===== config.mk =====
export PLATFORM = sky130hd
export DESIGN_NAME = window_frame_scheduler
export DESIGN_NICKNAME = d
export VERILOG_FILES = /design/src/rtl/window_frame_scheduler.sv
export SDC_FILE = /design/constraint.sdc
export NUM_CORES = 1
export LEC_CHECK = 0
export CAP_MARGIN = 10
export CORE_MARGIN = 5
export CORE_UTILIZATION = 40
export DETAILED_ROUTE_END_ITERATION = 8
export HOLD_SLACK_MARGIN = 0.15
export SLEW_MARGIN = 10
export SYNTH_ARGS = -nofsm -noshare
export SYNTH_HDL_FRONTEND = slang
export SYNTH_SLANG_ARGS = --single-unit

===== constraint.sdc =====
create_clock -name clock -period 3.75 [get_ports clock]
set_clock_uncertainty 0.05 [all_clocks]
set_input_delay 0.5625 -clock clock [delete_from_list [all_inputs] [get_ports clock]]
set_output_delay 0.5625 -clock clock [all_outputs]
set_load 0.1 [all_outputs]

===== src/rtl/window_frame_scheduler.sv =====
// Window-buffer shift gating and FFT frame pacing for the cyclostationary front end.
// Counts the initial fill and each L-sample hop, strobes frames, numbers them per block, flags drops.
module window_frame_scheduler #(
  parameter  int unsigned NP       = 64,
  parameter  int unsigned L        = 12,
  parameter  int unsigned N_FRAMES = 32,
  localparam int unsigned NB_FIDX  = $clog2(N_FRAMES)
) (
  input  logic               clock,
  input  logic               i_reset_n,
  input  logic               i_start,
  input  logic               i_stop,
  input  logic               i_continuous,
  input  logic               i_sample_valid,
  input  logic               i_fft_ready,
  output logic               o_shift_en,
  output logic               o_frame_valid,
  output logic [NB_FIDX-1:0] o_frame_idx,
  output logic               o_block_done,
  output logic               o_overrun,
  output logic               o_busy
);

  localparam int unsigned NB_FILL = (NP > 1) ? $clog2(NP) : 1;
  localparam int unsigned NB_HOP  = (L > 1) ? $clog2(L) : 1;

  localparam logic [NB_FILL-1:0] FILL_LAST = NB_FILL'(NP - 1);
  localparam logic [NB_HOP-1:0]  HOP_LAST  = NB_HOP'(L - 1);
  localparam logic [NB_FIDX-1:0] FIDX_LAST = NB_FIDX'(N_FRAMES - 1);

  typedef enum logic [1:0] {
    IDLE = 2'd0,
    FILL = 2'd1,
    RUN  = 2'd2
  } state_t;

  state_t state;
  state_t state_next;

  logic [NB_FILL-1:0] fill_cnt;
  logic [NB_FILL-1:0] fill_next;
  logic [NB_HOP-1:0]  hop_cnt;
  logic [NB_HOP-1:0]  hop_next;
  logic [NB_FIDX-1:0] fidx;
  logic [NB_FIDX-1:0] fidx_next;

  logic               frame_valid_next;
  logic [NB_FIDX-1:0] frame_idx_next;
  logic               block_done_next;
  logic               overrun_next;

  logic arm;
  logic accept;
  logic fill_term;
  logic hop_term;
  logic due;
  logic issue;
  logic drop;
  logic block_last;
  logic block_end;

  // Sample acceptance and frame-due decode; stop suppresses any due frame
  assign arm        = (state == IDLE) & i_start & ~i_stop;
  assign accept     = i_sample_valid & ((state == FILL) | (state == RUN));
  assign fill_term  = (state == FILL) & accept & (fill_cnt == FILL_LAST);
  assign hop_term   = (state == RUN) & accept & (hop_cnt == HOP_LAST);
  assign due        = (fill_term | hop_term) & ~i_stop;
  assign issue      = due & i_fft_ready;
  assign drop       = due & ~i_fft_ready;
  assign block_last = issue & (fidx == FIDX_LAST);
  assign block_end  = block_last & ~i_continuous;

  assign o_shift_en = accept;
  assign o_busy     = (state != IDLE);

  // State register
  always_ff @(posedge clock or negedge i_reset_n) begin
    if (!i_reset_n) begin
      state <= IDLE;
    end else begin
      state <= state_next;
    end
  end

  // Next-state logic
  always_comb begin
    state_next = state;
    case (state)
      IDLE: begin
        if (arm) state_next = FILL;
      end
      FILL: begin
        if (i_stop)         state_next = IDLE;
        else if (fill_term) state_next = RUN;
      end
      RUN: begin
        if (i_stop || block_end) state_next = IDLE;
      end
      default: state_next = IDLE;
    endcase
  end

  // Counter and registered-output next values
  always_comb begin
    fill_next        = fill_cnt;
    hop_next         = hop_cnt;
    fidx_next        = fidx;
    frame_valid_next = issue;
    frame_idx_next   = o_frame_idx;
    block_done_next  = block_last;
    overrun_next     = o_overrun;

    if (issue) begin
      frame_idx_next = fidx;
      fidx_next      = block_last ? '0 : fidx + NB_FIDX'(1);
    end

    if (arm)       overrun_next = 1'b0;
    else if (drop) overrun_next = 1'b1;

    case (state)
      IDLE: begin
        fill_next = '0;
        hop_next  = '0;
        fidx_next = '0;
      end
      FILL: begin
        if (i_stop) begin
          fill_next = '0;
          hop_next  = '0;
          fidx_next = '0;
        end else if (accept) begin
          fill_next = fill_term ? '0 : fill_cnt + NB_FILL'(1);
          hop_next  = '0;
        end
      end
      RUN: begin
        if (i_stop || block_end) begin
          fill_next = '0;
          hop_next  = '0;
          fidx_next = '0;
        end else if (accept) begin
          hop_next = hop_term ? '0 : hop_cnt + NB_HOP'(1);
        end
      end
      default: begin
        fill_next = '0;
        hop_next  = '0;
        fidx_next = '0;
      end
    endcase
  end

  // Counters and registered outputs
  always_ff @(posedge clock or negedge i_reset_n) begin
    if (!i_reset_n) begin
      fill_cnt      <= '0;
      hop_cnt       <= '0;
      fidx          <= '0;
      o_frame_valid <= 1'b0;
      o_frame_idx   <= '0;
      o_block_done  <= 1'b0;
      o_overrun     <= 1'b0;
    end else begin
      fill_cnt      <= fill_next;
      hop_cnt       <= hop_next;
      fidx          <= fidx_next;
      o_frame_valid <= frame_valid_next;
      o_frame_idx   <= frame_idx_next;
      o_block_done  <= block_done_next;
      o_overrun     <= overrun_next;
    end
  end

endmodule


==> impl_metrics.env, run 1 <==
export IMPL_fmax_ghz=0.349
export IMPL_finalCritPeriodShare_pct=76.4
export IMPL_cts_tree="built"
export IMPL_ys_seq_area_share_pct=46.3
export IMPL_cp_cell_sequence="inv_1 > ha_1 > inv_1 > clkdlybuf4s50_1"
export IMPL_nNetsFinal=176
export IMPL_dp_hpwl_um=2160
export IMPL_synth_largest_area_cell="dfrtp_1"
export IMPL_rsz0062_at_grt="false"
export IMPL_min_period_ps=2860
export IMPL_wl_um=2950
export IMPL_synthSimpleGateAreaFrac_pct=22.8
export IMPL_synth_top_family_by_area="simple AND/OR/NAND/NOR gates"
export IMPL_syn_avg_cell_area_um2=9.45
export IMPL_slowest_stage="clkdlybuf4s50_1"
export IMPL_synthCells=143
export IMPL_via_per_inst=5.36
export IMPL_yosys_area_share_adder_pct=6.48
export IMPL_via_count=1109
export IMPL_maxCapViolations=0
export IMPL_grt_start_max_net_pins=26
export IMPL_clockRootBuffer="clkbuf_4"
export IMPL_hold_buffers=0
export IMPL_port_buffers=16
export IMPL_grt_pass1_wl_um=4970
export IMPL_slew_violations=0
export IMPL_ir_drop_mv=0.336
export IMPL_worstSetupEndpointType="primary output"
export IMPL_htreeDepth=1
export IMPL_rows=21
export IMPL_routedWlPerCell_um=14.2
export IMPL_worst_skew_pair_late_latency_ps=320
export IMPL_drive_above_1_share_pct=5.59
export IMPL_power_density_nw_per_um2=454
export IMPL_setup_viol=0
export IMPL_tns_ps=0
export IMPL_synth_xor_area_share_pct=0
export IMPL_path_class="flop to primary output"
export IMPL_synthTopCellsByArea="dfrtp_1, nand2_1, ha_1"
export IMPL_netlist_cell_type_count=44
export IMPL_tightest_slew_ps=974
export IMPL_hold_ws_ps=154
export IMPL_path_buf_inv=3
export IMPL_start_util_pct=40.8
export IMPL_gp_congestion=0.875
export IMPL_slowest_delay_ps=1130
export IMPL_synth_top_cell_area_share_pct=46.3
export IMPL_diodes=0
export IMPL_track_usage_pct=14.1
export IMPL_die_x_um=68.1
export IMPL_drt_iter0_markers=54
export IMPL_ios=17
export IMPL_status="completed"
export IMPL_fp_coreArea_um2=3310
export IMPL_yosysWarnings=0
export IMPL_die_area_um2=4640
export IMPL_grt_pass1_vias=1058
export IMPL_area_growth_pct=16.7
export IMPL_synth_compound_area_share_pct=19.9
export IMPL_worstPathMaxFanout=4
export IMPL_drcViolationCount=0
export IMPL_critical_path_required_ps=3140
export IMPL_numCtsBuffers=3
export IMPL_critPathLaunchType="flop"
export IMPL_cts_sinks=25
export IMPL_cpMostUsedCell="inv_1"
export IMPL_cts_clk_slew_worst_paths_ps=140
export IMPL_min_path_type="input port to async pin"
export IMPL_syn_cell_area_um2=1350
export IMPL_drtPass1Iterations=4
export IMPL_grt_antenna_before_repair=0
export IMPL_synthMuxAreaShare_pct=1.48
export IMPL_grt_overflow=0
export IMPL_antenna_left=0
export IMPL_path_delay_family="buffers and inverters"
export IMPL_synth_seq_cells=25
export IMPL_dieHeight_um=68.1
export IMPL_cts_max_path_buffers=2
export IMPL_cts_resized_gates=0
export IMPL_cts_setup_buffers=0
export IMPL_synthesis_nets=157
export IMPL_relSlewSlack_pct=34.9
export IMPL_hold_viol_final=0
export IMPL_crit_arrival_ps=2250
export IMPL_p_leak_uw=0.000702
-- layout make-up --
cell class,count,area (µm²)
clock buffers,4,26.3
fillers,328,1730
inverters,8,30.0
multi-input cells,108,684
flip-flops and latches,25,626
well taps,46,57.6
repair buffers,16,153
-- routing by layer --
| layer | part of all wire (%) | vias to the layer above | GRT usage [%] |
|---|---|---|---|
| met5 | 0 | - | 0 |
| met4 | 1.0 | 0 | 5.21 |
| met3 | 3.6 | 4 | 2.13 |
| met2 | 49 | 26 | 23.3 |
| met1 | 47 | 521 | 18.5 |
| li1 | - | 558 | - |
-- state kept, by name (all words and copies together), names as in the netlist --
signal	flops
o_overrun	1
o_frame_valid	1
o_frame_idx	5
fidx	5
hop_cnt	4
fill_cnt	6
o_block_done	1
state	2
-- power by group --
part           internal [µW]  switching (µW)  total (µW)
logic                   87.3             209         297
registers                284            12.8         297
clock network           41.6            80.4         122
total                    413             303         716
-- worst paths after layout --
check | to | slack, ps | startpoint | cells after the start
max | o_busy | 890 | state[0] | 4
max in group asynchronous | fill_cnt[3] | 3110 | i_reset_n | 1
min | hop_cnt[3] | 150 | i_reset_n | 1
min reg2reg | o_frame_idx[3] | 440 | o_frame_idx[3] | 2
max reg2reg | fidx[3] | 1240 | state[0] | 7
min in group clock | o_frame_idx[3] | 440 | o_frame_idx[3] | 2
-- layout by cell type (no fill, tap or decap), types with 2 or more instances in the layout --
master / Yosys / routed
nand2_1: 26 / 26
o21ai_0: 6 / 6
mux2i_1: 2 / 2
a211o_1: 2 / 2
inv_1: 7 / 7
a32o_1: 3 / 3
ha_1: 7 / 7
nor3_1: 2 / 2
and3_1: 2 / 2
a211oi_1: 3 / 3
nor2b_1: 4 / 4
nand3_1: 4 / 4
or3_1: 2 / 2
nand3b_1: 2 / 2
nand4_1: 2 / 2
a21oi_1: 9 / 9
dfrtp_1: 25 / 25
clkdlybuf4s50_1: 0 / 14
nor2_1: 8 / 8
clkbuf_4: 0 / 3
and2_1: 2 / 2
-- cells in the mapped netlist --
library cell and n:
nand2_1 26, dfrtp_1 25, a21oi_1 9, nor2_1 8, ha_1 7, inv_1 7, o21ai_0 6, nand3_1 4
nor2b_1 4, a211oi_1 3, a32o_1 3, a211o_1 2, and2_1 2, and3_1 2, mux2i_1 2, nand3b_1 2
nand4_1 2, nor3_1 2, or3_1 2, a2111oi_0 1, a21bo_1 1, a21o_1 1, a221oi_1 1, a22oi_1 1
a2bb2oi_1 1, a31oi_1 1, buf_4 1, clkbuf_1 1, clkinv_1 1, nand2b_1 1, nand4_2 1, o2111ai_1 1
o211ai_1 1, o21a_1 1, o221ai_1 1, o22a_1 1, o22ai_1 1, o311ai_0 1, o32a_1 1, or2_2 1
or2_4 1, or3b_2 1, or4_1 1, or4b_1 1
-- metrics by stage --
step	setup WS, ps	utilization, %	instances	power [µW]	instance area (µm²)
floorplan	1500	-	143	529	1350
global placement	1120	47.0	203	597	1560
detailed placement	1010	47.0	203	598	1560
CTS	873	47.8	207	723	1580
global route	817	47.6	207	764	1580
finish	886	47.6	207	716	1580
-- worst reg2reg max path: stages (launching register included) --
cell     delay (ps)
dfrtp_1         400
inv_1            80
ha_1            340
and2_1          350
nand4_2         210
a21bo_1         350
or4_1           510
a21oi_1         160
-- kinds of logic after synthesis --
group,count (synthesis)
mux,2
compound gates,38
simple gates,61
buf+inv,10
fa+ha+maj,7
flops,25
(Power assumes the default switching activity.)
==> inputs of run 2 (changes only) <==
Clock period 3.75 ns to 2.6 ns, I/O delays scaled along.
==> impl_metrics.env, run 2 (synthesized netlist as in run 1, its figures left out) <==
export IMPL_dp_hpwl_um=2170
export IMPL_utilization_pct=48.1
export IMPL_fp_coreArea_um2=3310
export IMPL_cts_setup_buffers=0
export IMPL_numCtsBuffers=3
export IMPL_power_density_nw_per_um2=667
export IMPL_gp_congestion=0.799
export IMPL_reg_top3="fill_cnt x6, fidx x5, o_frame_idx x5"
export IMPL_die_area_um2=4640
export IMPL_critical_path_required_ps=2800
export IMPL_tns_ps=0
export IMPL_hold_ws_ps=369
export IMPL_worstPathMaxFanout=14
export IMPL_port_buffers=16
export IMPL_cts_tree="built"
export IMPL_rrSetupSlack_ps=320
export IMPL_min_path_type="input port to async pin"
export IMPL_rsz0062_at_grt="false"
export IMPL_maxCapViolations=0
export IMPL_cts_clk_slew_worst_paths_ps=130
export IMPL_cts_max_path_buffers=2
export IMPL_tightest_slew_ps=450
export IMPL_path_class="flop to flop"
export IMPL_slew_violations=0
export IMPL_wl_um=2840
export IMPL_fill_cells=357
export IMPL_crit_arrival_ps=2470
export IMPL_via_count=1121
export IMPL_status="completed"
export IMPL_final_common_cell="nand2_1"
export IMPL_hold_buffers=0
export IMPL_final_cell_area_um2=1590
export IMPL_largest_reg_flops=6
export IMPL_finalCritPeriodShare_pct=87.6
export IMPL_hold_viol_final=0
export IMPL_p_leak_uw=0.000738
export IMPL_rows=21
export IMPL_drive_above_1_share_pct=12.2
export IMPL_grt_overflow=0
export IMPL_htreeDepth=1
export IMPL_cts_sinks=25
export IMPL_dpl_instance_area_um2=1570
export IMPL_grt_antenna_before_repair=0
export IMPL_regMostFlops="fill_cnt"
export IMPL_antenna_left=0
export IMPL_layout_common_cells="nand2_1, dfrtp_1, buf_4"
export IMPL_area_growth_pct=18.0
export IMPL_critPathLaunchType="flop"
export IMPL_drtPass1Iterations=4
export IMPL_cts_resized_gates=0
export IMPL_dieHeight_um=68.1
export IMPL_track_usage_pct=13.7
export IMPL_grt_pass1_wl_um=4820
export IMPL_drcViolationCount=0
export IMPL_start_util_pct=40.8
export IMPL_ios=17
export IMPL_routedWlPerCell_um=13.5
export IMPL_clockRootBuffer="clkbuf_4"
export IMPL_drt_iter0_markers=47
export IMPL_relSlewSlack_pct=69.9
export IMPL_multi_input_area_um2=684
export IMPL_min_period_ps=2280
export IMPL_via_per_inst=5.34
export IMPL_setup_viol=0
export IMPL_fmax_ghz=0.439
export IMPL_die_x_um=68.1
export IMPL_ir_drop_mv=0.594
export IMPL_seq_area_um2=626
export IMPL_grt_pass1_vias=1059
export IMPL_worstSetupEndpointType="flop"
export IMPL_diodes=0
export IMPL_worst_skew_pair_late_latency_ps=310
export IMPL_nNetsFinal=179
export IMPL_grt_start_max_net_pins=26
-- run 2: cell type report --
cell class / instances / share of cell area (%)
well taps: 46 / 3.61
repair buffers: 19 / 10.7
inverters: 8 / 1.88
flip-flops and latches: 25 / 39.2
clock buffers: 4 / 1.65
multi-input cells: 108 / 42.9
-- run 2: path summary, 6_finish.rpt --
check | startpoint | end | cells past startpoint
max in group asynchronous | i_reset_n | fill_cnt[4] | 2
setup / recovery | state[1] | fidx[3] | 7
setup reg to reg | state[1] | fidx[3] | 7
min in group clock | o_frame_idx[3] | o_frame_idx[3] | 2
hold / removal | i_reset_n | o_frame_idx[2] | 2
hold reg to reg | o_frame_idx[3] | o_frame_idx[3] | 2
-- run 2: worst max-delay path: stages (launching register included) --
cell and delay (ps):
dfrtp_1 400, inv_1 70, ha_1 330, and2_1 190
nand4_2 160, a21bo_1 340, or4_1 520, a21oi_1 150
-- run 2: per-layer routing --
metal / global-route usage (%) / part of all wire, %
met1: 17.7 / 49
met5: 0 / 0
met3: 2.13 / 3.7
met2: 23.1 / 47
met4: 4.47 / 0.49
-- run 2: power by group --
group          switching [µW]  internal [µW]
clock network             112           59.9
registers                18.0            410
logic                     308            155
-- run 2: stage by stage --
stage	cells	worst slack (ps)	power, µW
floorplan	143	347	762
global placement	206	260	894
detailed placement	206	236	899
CTS	210	333	1080
global route	210	104	1120
finish	210	324	1060
==> inputs of run 3 (changes only) <==
Settings changed: CORE_MARGIN 5 to unset, CTS_CLUSTER_DIAMETER set to 200.
==> impl_metrics.env, run 3 (synthesized netlist as in run 1, its figures left out) <==
export IMPL_status="completed"
export IMPL_fp_coreArea_um2=3130
export IMPL_hold_buffers=0
export IMPL_slowest_stage="or4b_1"
export IMPL_min_path_type="input port to async pin"
export IMPL_start_util_pct=43.2
export IMPL_die_x_um=60.1
export IMPL_antenna_left=0
export IMPL_maxCapViolations=0
export IMPL_dieHeight_um=60.1
export IMPL_drtPass1Iterations=4
export IMPL_path_delay_family="simple AND/OR/NAND/NOR gates"
export IMPL_fmax_ghz=0.434
export IMPL_regMostFlops="fill_cnt"
export IMPL_nNetsFinal=179
export IMPL_cts_clk_slew_worst_paths_ps=150
export IMPL_crit_arrival_ps=2530
export IMPL_cts_sinks=25
export IMPL_die_area_um2=3610
export IMPL_hold_ws_ps=349
export IMPL_drt_iter0_markers=68
export IMPL_rsz0062_at_grt="false"
export IMPL_numCtsBuffers=3
export IMPL_reg_top3="fill_cnt x6, fidx x5, o_frame_idx x5"
export IMPL_power_uw=1080
export IMPL_setup_viol=0
export IMPL_instances_no_fill=208
export IMPL_area_growth_pct=18.1
export IMPL_grt_pass1_wl_um=4940
export IMPL_worstSetupEndpointType="flop"
export IMPL_diodes=0
export IMPL_cts_resized_gates=0
export IMPL_dp_cells=204
export IMPL_track_usage_pct=18.4
export IMPL_grt_start_max_net_pins=26
export IMPL_hold_viol_final=0
export IMPL_power_density_nw_per_um2=677
export IMPL_path_class="flop to flop"
export IMPL_slew_violations=0
export IMPL_relSlewSlack_pct=70.7
export IMPL_gp_congestion=0.740
export IMPL_routedWlPerCell_um=14.1
export IMPL_cts_max_path_buffers=2
export IMPL_final_common_cell="nand2_1"
export IMPL_critical_path_required_ps=2820
export IMPL_grt_overflow=0
export IMPL_worstPathMaxFanout=14
export IMPL_ios=17
export IMPL_tightest_slew_ps=436
export IMPL_critPathLaunchType="flop"
export IMPL_grt_pass1_vias=1122
export IMPL_ir_drop_mv=0.683
export IMPL_p_leak_uw=0.000737
export IMPL_slowest_delay_ps=520
export IMPL_cp_cell_sequence="inv_1 > ha_1 > and2_1 > nand4_2 > a21bo_1 > or4b_1 > a21oi_1"
export IMPL_drcViolationCount=0
export IMPL_cts_setup_buffers=0
export IMPL_dp_hpwl_um=2160
export IMPL_cts_tree="built"
export IMPL_utilization_pct=51.0
export IMPL_rows=20
export IMPL_largest_reg_flops=6
export IMPL_grt_antenna_before_repair=0
export IMPL_worst_skew_pair_late_latency_ps=330
export IMPL_wl_um=2930
export IMPL_via_per_inst=5.54
export IMPL_min_period_ps=2310
export IMPL_drive_above_1_share_pct=12.8
export IMPL_tns_ps=0
export IMPL_layout_common_cells="nand2_1, dfrtp_1, buf_4"
export IMPL_path_buf_inv=1
export IMPL_htreeDepth=1
export IMPL_port_buffers=16
export IMPL_finalCritPeriodShare_pct=88.7
export IMPL_via_count=1153
export IMPL_clockRootBuffer="clkbuf_4"
==> run 3: cell count changes in the layout (fill, tap and decap cells not counted) <==
cell,previous run,this run
clkinvlp_4,0,1
clkbuf_1,1,0
==> run 3: power by group <==
part / switching, µW / leakage, µW / internal [µW]
Combinational: 310 / 0.000377 / 155
Clock: 129 / 0.0000139 / 59.0
Sequential: 18.5 / 0.000347 / 410
==> run 3: area by class of cell <==
type                       count  area (µm²)
timing repair buffer          19         170
multi-input combinational    108         684
clock buffer                   3        22.5
clock inverter                 1        7.51
sequential                    25         626
tap                           44        55.1
fill                         298        1530
inverter                       8        30.0
==> run 3: final timing paths <==
check                      cells past startpoint  slack (ps)            from        endpoint
max                                            7         290        state[0]         fidx[2]
min                                            2         350       i_reset_n   o_frame_valid
max reg2reg                                    7         290        state[0]         fidx[2]
min reg2reg                                    2         450  o_frame_idx[1]  o_frame_idx[1]
max in group asynchronous                      2        1910       i_reset_n     fill_cnt[4]
min in group clock                             2         450  o_frame_idx[1]  o_frame_idx[1]
==> run 3: worst reg2reg max path, cell delays in order, from the launching register on <==
cell and delay, ps:
dfrtp_1 400, inv_1 70, ha_1 330, and2_1 190
nand4_2 180, a21bo_1 340, or4b_1 520, a21oi_1 150
==> run 3: metal layers <==
| layer | global-route usage, % | part of all wire [%] | routed length [µm] |
|---|---|---|---|
| met1 | 22.5 | 45 | 1310 |
| met2 | 31.9 | 49 | 1430 |
| met3 | 4.76 | 5.8 | 171 |
| met4 | 4.65 | 0.65 | 19 |
| met5 | 0 | 0 | 0 |
==> run 3: per-stage QoR <==
step | worst slack [ps] | instance area [µm²]
finish | 293 | 1600
global route | 112 | 1600
CTS | 286 | 1600
detailed placement | 206 | 1570
global placement | 260 | 1570
floorplan | 347 | 1350
